$ cat config.mk
export PLATFORM = sky130hd
export DESIGN_NAME = fifo_uart_tx
export DESIGN_NICKNAME = d
export VERILOG_FILES = /design/src/rtl/fifo_uart_pkg.sv /design/src/rtl/uart_bit_timer.sv /design/src/rtl/fifo_uart_tx.sv
export SDC_FILE = /design/constraint.sdc
export NUM_CORES = 1
export LEC_CHECK = 0
export ABC_AREA = 1
export BUFFER_PORTS_ARGS = -buffer_cell sky130_fd_sc_hd__buf_2
export CAP_MARGIN = 40
export CORE_AREA = 2 2 52 54
export DETAILED_ROUTE_END_ITERATION = 8
export DIE_AREA = 0 0 54 56
export PLACE_DENSITY = 0.6
export SETUP_SLACK_MARGIN = 0.02
export SYNTH_ARGS = -nofsm -noshare
export SYNTH_HDL_FRONTEND = slang
export SYNTH_SLANG_ARGS = --single-unit
export TNS_END_PERCENT = 30
$ cat constraint.sdc
create_clock -name clk -period 1.5 [get_ports clk]
set_clock_uncertainty 0.05 [all_clocks]
set_input_delay 0 -clock clk [delete_from_list [all_inputs] [get_ports clk]]
set_output_delay 0 -clock clk [all_outputs]
set_load 0.02 [all_outputs]
$ cat src/rtl/fifo_uart_pkg.sv
// fifo_uart_pkg
//   Shared definitions for the FIFO-to-UART drain stage.
//   - txState_t   : FSM state encoding (IDLE, REQ, LOAD, START, DATA, PARITY, STOP)
//   - TX_IDLE_LVL : level of the serial line when nothing is being sent
//   - clog2       : ceiling log2, used to size counters from parameters
package fifo_uart_pkg;

  typedef enum logic [2:0] {
    IDLE   = 3'd0,
    REQ    = 3'd1,
    LOAD   = 3'd2,
    START  = 3'd3,
    DATA   = 3'd4,
    PARITY = 3'd5,
    STOP   = 3'd6
  } txState_t;

  localparam logic TX_IDLE_LVL = 1'b1;

  // Number of bits needed to hold values 0..value-1 (0 for value <= 1).
  function automatic int clog2(input int value);
    int width;
    width = 0;
    for (int v = value - 1; v > 0; v = v >> 1) begin
      width++;
    end
    return width;
  endfunction

endpackage

$ cat src/rtl/uart_bit_timer.sv
// uart_bit_timer
//   Bit-period timer for the UART transmitter. Counts 0..CLKS_PER_BIT-1 while
//   running and wraps, so a run of consecutive bits is timed back to back.
// Ports
//   clk        in   clock, rising edge
//   rst        in   synchronous, active-high reset
//   clear_i    in   synchronous clear (held while the FSM is outside a bit state)
//   run_i      in   1 = count
//   tick_o     out  one-cycle pulse in the last cycle of a bit period
//   preTick_o  out  one-cycle pulse one cycle before tick_o, lets the owner
//                   register outputs that must coincide with tick_o
import fifo_uart_pkg::*;

module uart_bit_timer #(
  parameter int CLKS_PER_BIT = 16
) (
  input  logic clk,
  input  logic rst,
  input  logic clear_i,
  input  logic run_i,
  output logic tick_o,
  output logic preTick_o
);

  localparam int CntW = (clog2(CLKS_PER_BIT) < 1) ? 1 : clog2(CLKS_PER_BIT);
  // Wrap point is CLKS_PER_BIT-1, not the natural 2^CntW overflow.
  localparam logic [CntW-1:0] LastCnt = CntW'(CLKS_PER_BIT - 1);
  localparam logic [CntW-1:0] PreCnt  = CntW'(CLKS_PER_BIT - 2);

  logic [CntW-1:0] count_q;
  logic [CntW-1:0] count_d;

  always_comb begin
    count_d = count_q;
    if (clear_i) begin
      count_d = '0;
    end else if (run_i) begin
      count_d = (count_q == LastCnt) ? '0 : count_q + CntW'(1);
    end
  end

  always_ff @(posedge clk) begin
    if (rst) begin
      count_q <= '0;
    end else begin
      count_q <= count_d;
    end
  end

  assign tick_o    = run_i && (count_q == LastCnt);
  assign preTick_o = run_i && (count_q == PreCnt);

endmodule

$ cat src/rtl/fifo_uart_tx.sv
// fifo_uart_tx
//   Drain stage for a small FIFO: pops one word at a time while the FIFO is
//   non-empty and sends it as an asynchronous serial frame on tx
//   (start bit, DATA_W data bits LSB first, optional parity, stop bit(s)).
// Configuration
//   FIFO_UART_TX_PARITY_EN : when defined, an even-parity bit follows the data.
// Ports
//   clk         in   clock, rising edge
//   rst         in   synchronous, active-high reset
//   enable      in   1 = allowed to start new frames
//   fifo_empty  in   FIFO empty flag
//   fifo_dout   in   FIFO read data, valid the cycle after fifo_rd
//   fifo_rd     out  one-cycle pop request
//   tx          out  serial line, idle high
//   busy        out  1 from REQ through the last stop-bit cycle
//   frame_done  out  one-cycle pulse in the final cycle of the final stop bit
import fifo_uart_pkg::*;

module fifo_uart_tx #(
  parameter int DATA_W       = 4,
  parameter int CLKS_PER_BIT = 16,
  parameter int STOP_BITS    = 1
) (
  input  logic              clk,
  input  logic              rst,
  input  logic              enable,
  input  logic              fifo_empty,
  input  logic [DATA_W-1:0] fifo_dout,
  output logic              fifo_rd,
  output logic              tx,
  output logic              busy,
  output logic              frame_done
);

  localparam int IdxW = (clog2(DATA_W) < 1) ? 1 : clog2(DATA_W);
  localparam logic [IdxW-1:0] LastIdx  = IdxW'(DATA_W - 1);
  localparam logic            LastStop = 1'(STOP_BITS - 1);

  txState_t          state_q;
  logic [DATA_W-1:0] shift_q;
  logic [DATA_W-1:0] shiftNext;
  logic [IdxW-1:0]   bitIdx_q;
  logic              stopCnt_q;
  logic              tx_q;
  logic              fifoRd_q;
  logic              busy_q;
  logic              frameDone_q;
`ifdef FIFO_UART_TX_PARITY_EN
  logic              parity_q;
`endif

  logic timerRun;
  logic tick;
  logic preTick;
  logic startNext;

  assign timerRun  = (state_q == START) || (state_q == DATA) ||
                     (state_q == PARITY) || (state_q == STOP);
  assign startNext = enable && !fifo_empty;
  assign shiftNext = shift_q >> 1;

  // The timer is held at zero outside the bit states, so it always starts a
  // frame at count 0; between bits it wraps on its own.
  uart_bit_timer #(
    .CLKS_PER_BIT(CLKS_PER_BIT)
  ) u_timer (
    .clk      (clk),
    .rst      (rst),
    .clear_i  (!timerRun),
    .run_i    (timerRun),
    .tick_o   (tick),
    .preTick_o(preTick)
  );

  // Outputs are registered alongside the state, so every output is updated
  // on the same edge that enters the state it belongs to.
  always_ff @(posedge clk) begin
    if (rst) begin
      state_q     <= IDLE;
      tx_q        <= TX_IDLE_LVL;
      fifoRd_q    <= 1'b0;
      busy_q      <= 1'b0;
      frameDone_q <= 1'b0;
      shift_q     <= '0;
      bitIdx_q    <= '0;
      stopCnt_q   <= 1'b0;
`ifdef FIFO_UART_TX_PARITY_EN
      parity_q    <= 1'b0;
`endif
    end else begin
      fifoRd_q    <= 1'b0;
      frameDone_q <= 1'b0;
      case (state_q)
        IDLE: begin
          if (startNext) begin
            state_q  <= REQ;
            fifoRd_q <= 1'b1;
            busy_q   <= 1'b1;
          end
        end
        REQ: begin
          state_q <= LOAD;
        end
        LOAD: begin
          shift_q <= fifo_dout;
`ifdef FIFO_UART_TX_PARITY_EN
          parity_q <= ^fifo_dout;
`endif
          state_q <= START;
          tx_q    <= 1'b0;
        end
        START: begin
          if (tick) begin
            state_q  <= DATA;
            tx_q     <= shift_q[0];
            bitIdx_q <= '0;
          end
        end
        DATA: begin
          if (tick) begin
            if (bitIdx_q == LastIdx) begin
`ifdef FIFO_UART_TX_PARITY_EN
              state_q   <= PARITY;
              tx_q      <= parity_q;
`else
              state_q   <= STOP;
              tx_q      <= TX_IDLE_LVL;
              stopCnt_q <= 1'b0;
`endif
            end else begin
              bitIdx_q <= bitIdx_q + IdxW'(1);
              shift_q  <= shiftNext;
              tx_q     <= shiftNext[0];
            end
          end
        end
`ifdef FIFO_UART_TX_PARITY_EN
        PARITY: begin
          if (tick) begin
            state_q   <= STOP;
            tx_q      <= TX_IDLE_LVL;
            stopCnt_q <= 1'b0;
          end
        end
`endif
        STOP: begin
          // preTick lands one cycle early so the registered pulse lines up
          // with the final cycle of the final stop bit.
          if (preTick && (stopCnt_q == LastStop)) begin
            frameDone_q <= 1'b1;
          end
          if (tick) begin
            if (stopCnt_q != LastStop) begin
              stopCnt_q <= stopCnt_q + 1'b1;
            end else if (startNext) begin
              state_q  <= REQ;
              fifoRd_q <= 1'b1;
            end else begin
              state_q <= IDLE;
              busy_q  <= 1'b0;
            end
          end
        end
        default: begin
          state_q <= IDLE;
          tx_q    <= TX_IDLE_LVL;
          busy_q  <= 1'b0;
        end
      endcase
    end
  end

  assign fifo_rd    = fifoRd_q;
  assign tx         = tx_q;
  assign busy       = busy_q;
  assign frame_done = frameDone_q;

endmodule

# After elaboration in Yosys (flattened, before gate mapping)
# Cells that the tools add are included.
[totals]
regBits = 18
in_bits = 8
word_cells = 90
[op_classes]
add_sub_neg = 3
eq_ne = 17
mux = 34
bitwise_logic = 5
reduce_logical = 22
[op_table]
columns = ["op", "count"]
rows = [
  ["$mux W3", 6],
  ["$pmux W3 S6", 1],
  ["$mux W1", 16],
  ["$ne A2 B2 Y1 const B", 7],
  ["$eq A3 B3 Y1 const B", 3],
  ["$eq A4 B4 Y1 const B", 2],
  ["$mux W4", 2],
  ["$pmux W4 S2", 1],
  ["$reduce_and A4 Y1", 2],
  ["$eq A3 B2 Y1 const B", 2],
  ["$mux W2", 3],
  ["$reduce_and A3 Y1", 2],
  ["$reduce_and A6 Y1", 1],
  ["$reduce_bool A2 Y1", 3],
  ["$reduce_or A3 Y1", 2],
  ["$not A1 Y1", 5],
  ["$reduce_and A5 Y1", 1],
  ["$add A4 B1 Y4 const B", 1],
  ["$logic_and A1 B1 Y1", 4],
  ["$pmux W1 S2", 2],
  ["$pmux W1 S4", 1],
  ["$pmux W2 S2", 1],
  ["$reduce_or A4 Y1", 1],
  ["$eq A3 B1 Y1 const B", 1],
  ["9 further kinds", 11],
]

# Depth between registers and ports, before layout
[depth]
word_depth = 7
depth_mapped = 9
mapped_depth_nobuf = 9

# Cells and area by module
# Synthesis repeated with hierarchy kept, for this count alone.
[unflattened]
cells_unflattened = 147
hier_area_um2 = 989.7
[by_module_without_submodules]
columns = ["mod", "n_inst", "cells_each", "area_per_inst_um2"]
rows = [
  ["fifo_uart_tx", 1, 117, 778.2],
  ["uart_bit_timer", 1, 30, 211.5],
]

# Worst setup path before layout
# Ideal clock, no wire load.
[synth_timing]
path_kind = "reg2reg"
from = "register u_timer.count_q[0]"
to = "register state_q[1]"
arrival_time_ns = 1.164
required_ns = 1.320
setup_slack_ns = 0.155
stages_incl_launch_ff = 9
n_path_buf = 0
synth_period_minus_slack_ns = 1.345
cell_sequence = "dfxtp_1 -> ha_1 -> nand3_1 -> inv_1 -> nor2_1 -> nor2_2 -> nand2_1 -> nand2_1 -> a21oi_1"
[synth_via]
elab_chain_len = 4
[synth_lines]
columns = ["element", "line_no", "rtl"]
rows = [
  ["start: declaration", "uart_bit_timer.sv:30", "logic [CntW-1:0] count_q;"],
  ["start signal: assignment", "uart_bit_timer.sv:46", "count_q <= count_d;"],
  ["$eq A4 B4 Y1 (*)", "uart_bit_timer.sv:50", "assign tick_o = run_i && (count_q == LastCnt);"],
  ["$logic_and A1 B1 Y1 (*)", "uart_bit_timer.sv:50", ""],
  ["$ne A2 B2 Y1 (no line)", "-", ""],
  ["$reduce_and A6 Y1 (no line) (*)", "-", ""],
  ["end signal: assignment", "fifo_uart_tx.sv:79", "state_q <= IDLE;"],
  ["end signal: assignment", "fifo_uart_tx.sv:96", "state_q <= REQ;"],
  ["end signal: assignment", "fifo_uart_tx.sv:102", "state_q <= LOAD;"],
  ["end: declaration", "fifo_uart_tx.sv:39", "txState_t state_q;"],
]
# Mark *: on every way between the ends. The rest lies on a longest branch, timed or not.
# A chain may end at the register's enable or synchronous reset.

# Worst setup path in the final report
[layout_timing]
from = "register state_q[0]"
to = "register bitIdx_q[1]"
[layout_via]
elab_chain_len = 7
[layout_lines]
columns = ["element", "line_no", "rtl"]
rows = [
  ["$eq A3 B2 Y1 / $eq A3 B3 Y1 (equally long branches)", "fifo_uart_tx.sv:57, fifo_uart_tx.sv:93", ""],
  ["$logic_or A1 B1 Y1 (2 in series)", "fifo_uart_tx.sv:57", "assign timerRun = (state_q == START) || (state_q == DATA) ||"],
  ["$logic_or A1 B1 Y1", "fifo_uart_tx.sv:58", "(state_q == PARITY) || (state_q == STOP);"],
  ["$logic_and A1 B1 Y1", "uart_bit_timer.sv:50", ""],
  ["$ne A2 B2 Y1 (no line)", "-", ""],
  ["$reduce_and A4 Y1 (no line)", "-", ""],
  ["end signal: assignment", "fifo_uart_tx.sv:131", "bitIdx_q <= bitIdx_q + IdxW'(1);"],
  ["end: declaration", "fifo_uart_tx.sv:42", "logic [IdxW-1:0] bitIdx_q;"],
]
# Several ways; a longest one is shown, not always the timed one.

==> results.sh <==
export IMPL_syn_to_final_growth_pct=21.3
export IMPL_core_area_um2=2430
export IMPL_dp_hpwl_um=1520
export IMPL_io_pins=12
export IMPL_die_area_um2=3020
export IMPL_syn_avg_cell_area_um2=7.16
export IMPL_cts_num_sinks=17
export IMPL_crit_fanout=10
export IMPL_rsz0062_at_grt="yes"
export IMPL_powerDensity_nw_per_um2=1740
export IMPL_synthesis_area_um2=952
export IMPL_max_freq_mhz=736
export IMPL_ir_drop_uv=719
export IMPL_htreeDepth=1
export IMPL_die_w_um=54
export IMPL_yosysSeqAreaShare_pct=35.7
export IMPL_ant_nets=0
export IMPL_grt_max_degree=11
export IMPL_synthCells=133
export IMPL_slew_violations=0
export IMPL_critPathKind="flop to flop"
export IMPL_min_period_ps=1360
export IMPL_path_clk_slew_ps=100
export IMPL_synth_largest_area_cell="dfxtp_1"
export IMPL_synth_warnings=0
export IMPL_overflow=0
export IMPL_cts_root_buf="clkbuf_4"
export IMPL_rows=18
export IMPL_ys_flop_type="dfxtp_1"
export IMPL_detailed_place_area_um2=1050
export IMPL_finalWeightedCongestion=0.935
export IMPL_start_util_pct=39.1
export IMPL_cp_start_kind="flop"
export IMPL_grt_pass1_wl_um=3490
export IMPL_synth_edf_count=0
export IMPL_layout_drive_gt1_share_pct=25.8
export IMPL_avgRoutedWirePerCell_um=10.7
export IMPL_clock_latency_ps=290
export IMPL_dp_cells=175
export IMPL_grt_pass1_vias=836
export IMPL_yosysMostFrequentCell="nand2_1"
export IMPL_max_cap_violations=0
export IMPL_vias_per_cell=4.95
export IMPL_synth_fp_nets=144
export IMPL_num_fill_cells=256
export IMPL_whs_ps=12.5
export IMPL_postCtsSetupRepairBufs=0
export IMPL_hold_path_class="input port to flop"
export IMPL_drc_errors=0
export IMPL_fin_crit_sh_pct=90.6
export IMPL_finalSetupViolations=0
export IMPL_leakagePower_nw=0.535
export IMPL_die_h_um=56
export IMPL_final_cells=185
export IMPL_first_pass_iters=4
export IMPL_cts_buffers_inserted=3
export IMPL_setup_tns_ps=0
export IMPL_cp_arrival_ps=1500
export IMPL_synth_seq_cells=17
export IMPL_detail_route_iter0_violations=28
export IMPL_yosys_top_cells_area="dfxtp_1, nand2_1, nand3_1"
export IMPL_grtUsageTotal_pct=15.7
export IMPL_final_area_um2=1150
export IMPL_cts_tree="yes"
export IMPL_grt_antenna_before_repair=0
export IMPL_num_vias=915
export IMPL_routed_wl_um=1980
export IMPL_tightest_slew_ps=295
export IMPL_required_ps=1640
export IMPL_n_antenna_cell=0
export IMPL_ys_types=24
export IMPL_outcome="finished clean"
export IMPL_clockBufferDepth=2
export IMPL_final_hold_viol_count=0
export IMPL_setup_worst_path_end_class="flop"
export IMPL_relSlewSlack_pct=80.3
export IMPL_synthTopCellsByCount="nand2_1, nand3_1, nor2_1, dfxtp_1, inv_1"
export IMPL_io_buffers=11
export IMPL_pre_cts_slack_ps=-20.1
export IMPL_fin_nets=167
export IMPL_yosys_area_top_type_share_pct=35.7
export IMPL_synthArstFlopShare_pct=0
export IMPL_fin_ws_ps=141
[report_power, final]
group          switching [mW]  total (mW)  leakage (nW)  internal [mW]
combinational           0.684        1.08         0.377          0.392
sequential              0.112       0.683         0.140          0.571
clock                   0.152       0.251        0.0177         0.0994
total                   0.949        2.01         0.535           1.06
[metal layers]
layer	up-vias	global-route usage [%]	wire length, µm
met1	403	20.3	939
met2	24	23.2	895
met3	4	3.23	94
li1	484	-	-
met5	-	0	0
met4	0	9.64	46
[repair_timing]
item / CTS / global route
endpoints found under the hold margin: 9 / 0
pin swaps: 0 / 1
hold buffers: 6 / 0
cloned: 0 / 0
setup endpoints to repair: 3 / 9
gates resized for setup: 1 / 8
[critical path: stages, from the launching register on]
cell,delay [ps]
dfxtp_4,400
nor2_4,280
nand3b_4,160
nand2_2,100
nand2_2,60
a21oi_1,140
nor2_1,50
[layout by cell type, fill, tap and decap left out, types with 3 or more instances in the layout]
cell type	count
nand4_1	3
buf_4	4
o21ai_1	3
buf_2	11
nor2_1	18
nor2_4	3
inv_2	4
dlygate4sd3_1	6
inv_1	8
clkbuf_4	3
nand2_1	26
nand2_2	5
nand3_1	17
a21oi_1	7
o21ai_0	6
dfxtp_1	14
[cell families (layout without fill, tap and decap cells)]
| kind of cell | count (synthesis) | in the layout | share of synthesized area [%] |
|---|---|---|---|
| simple gates | 78 | 78 | 40.7 |
| xor+xnor | 2 | 2 | 1.84 |
| fa+ha+maj | 3 | 3 | 3.94 |
| compound gates | 18 | 18 | 9.99 |
| flops | 17 | 17 | 35.7 |
| buf+inv | 15 | 37 | 7.75 |
[through the flow]
stage / utilization (%) / total power, mW
3_5_place_dp: 43.0 / 1.75
4_1_cts: 46.7 / 2.02
2_1_floorplan: - / 1.54
3_3_place_gp: 43.0 / 1.76
5_1_grt: 47.5 / 2.22
6_report: 47.5 / 2.01
[registers in the layout (all words and copies together), names as in the netlist]
register         count
fifo_rd              1
bitIdx_q             2
state_q              3
busy                 1
frame_done           1
u_timer.count_q      4
tx                   1
shift_q              4
[cell type report]
type	count	area, µm²	area share, %
inverter	12	45.0	3.90
clock buffer	3	22.5	1.95
multi-input combinational	101	553	47.9
clock inverter	1	5.00	0.433
sequential	17	347	30.0
timing repair buffer	21	145	12.6
tap	30	37.5	3.25
[final timing paths]
check / from / to / slack, ps / cells after the start
worst min register to register: shift_q[3] / shift_q[3] / 420 / 2
worst max register to register: state_q[0] / bitIdx_q[1] / 140 / 6
worst min-delay path: fifo_dout[1] / shift_q[1] / 10 / 5
worst max-delay path: state_q[0] / bitIdx_q[1] / 140 / 6
(Power assumes the default switching activity.)
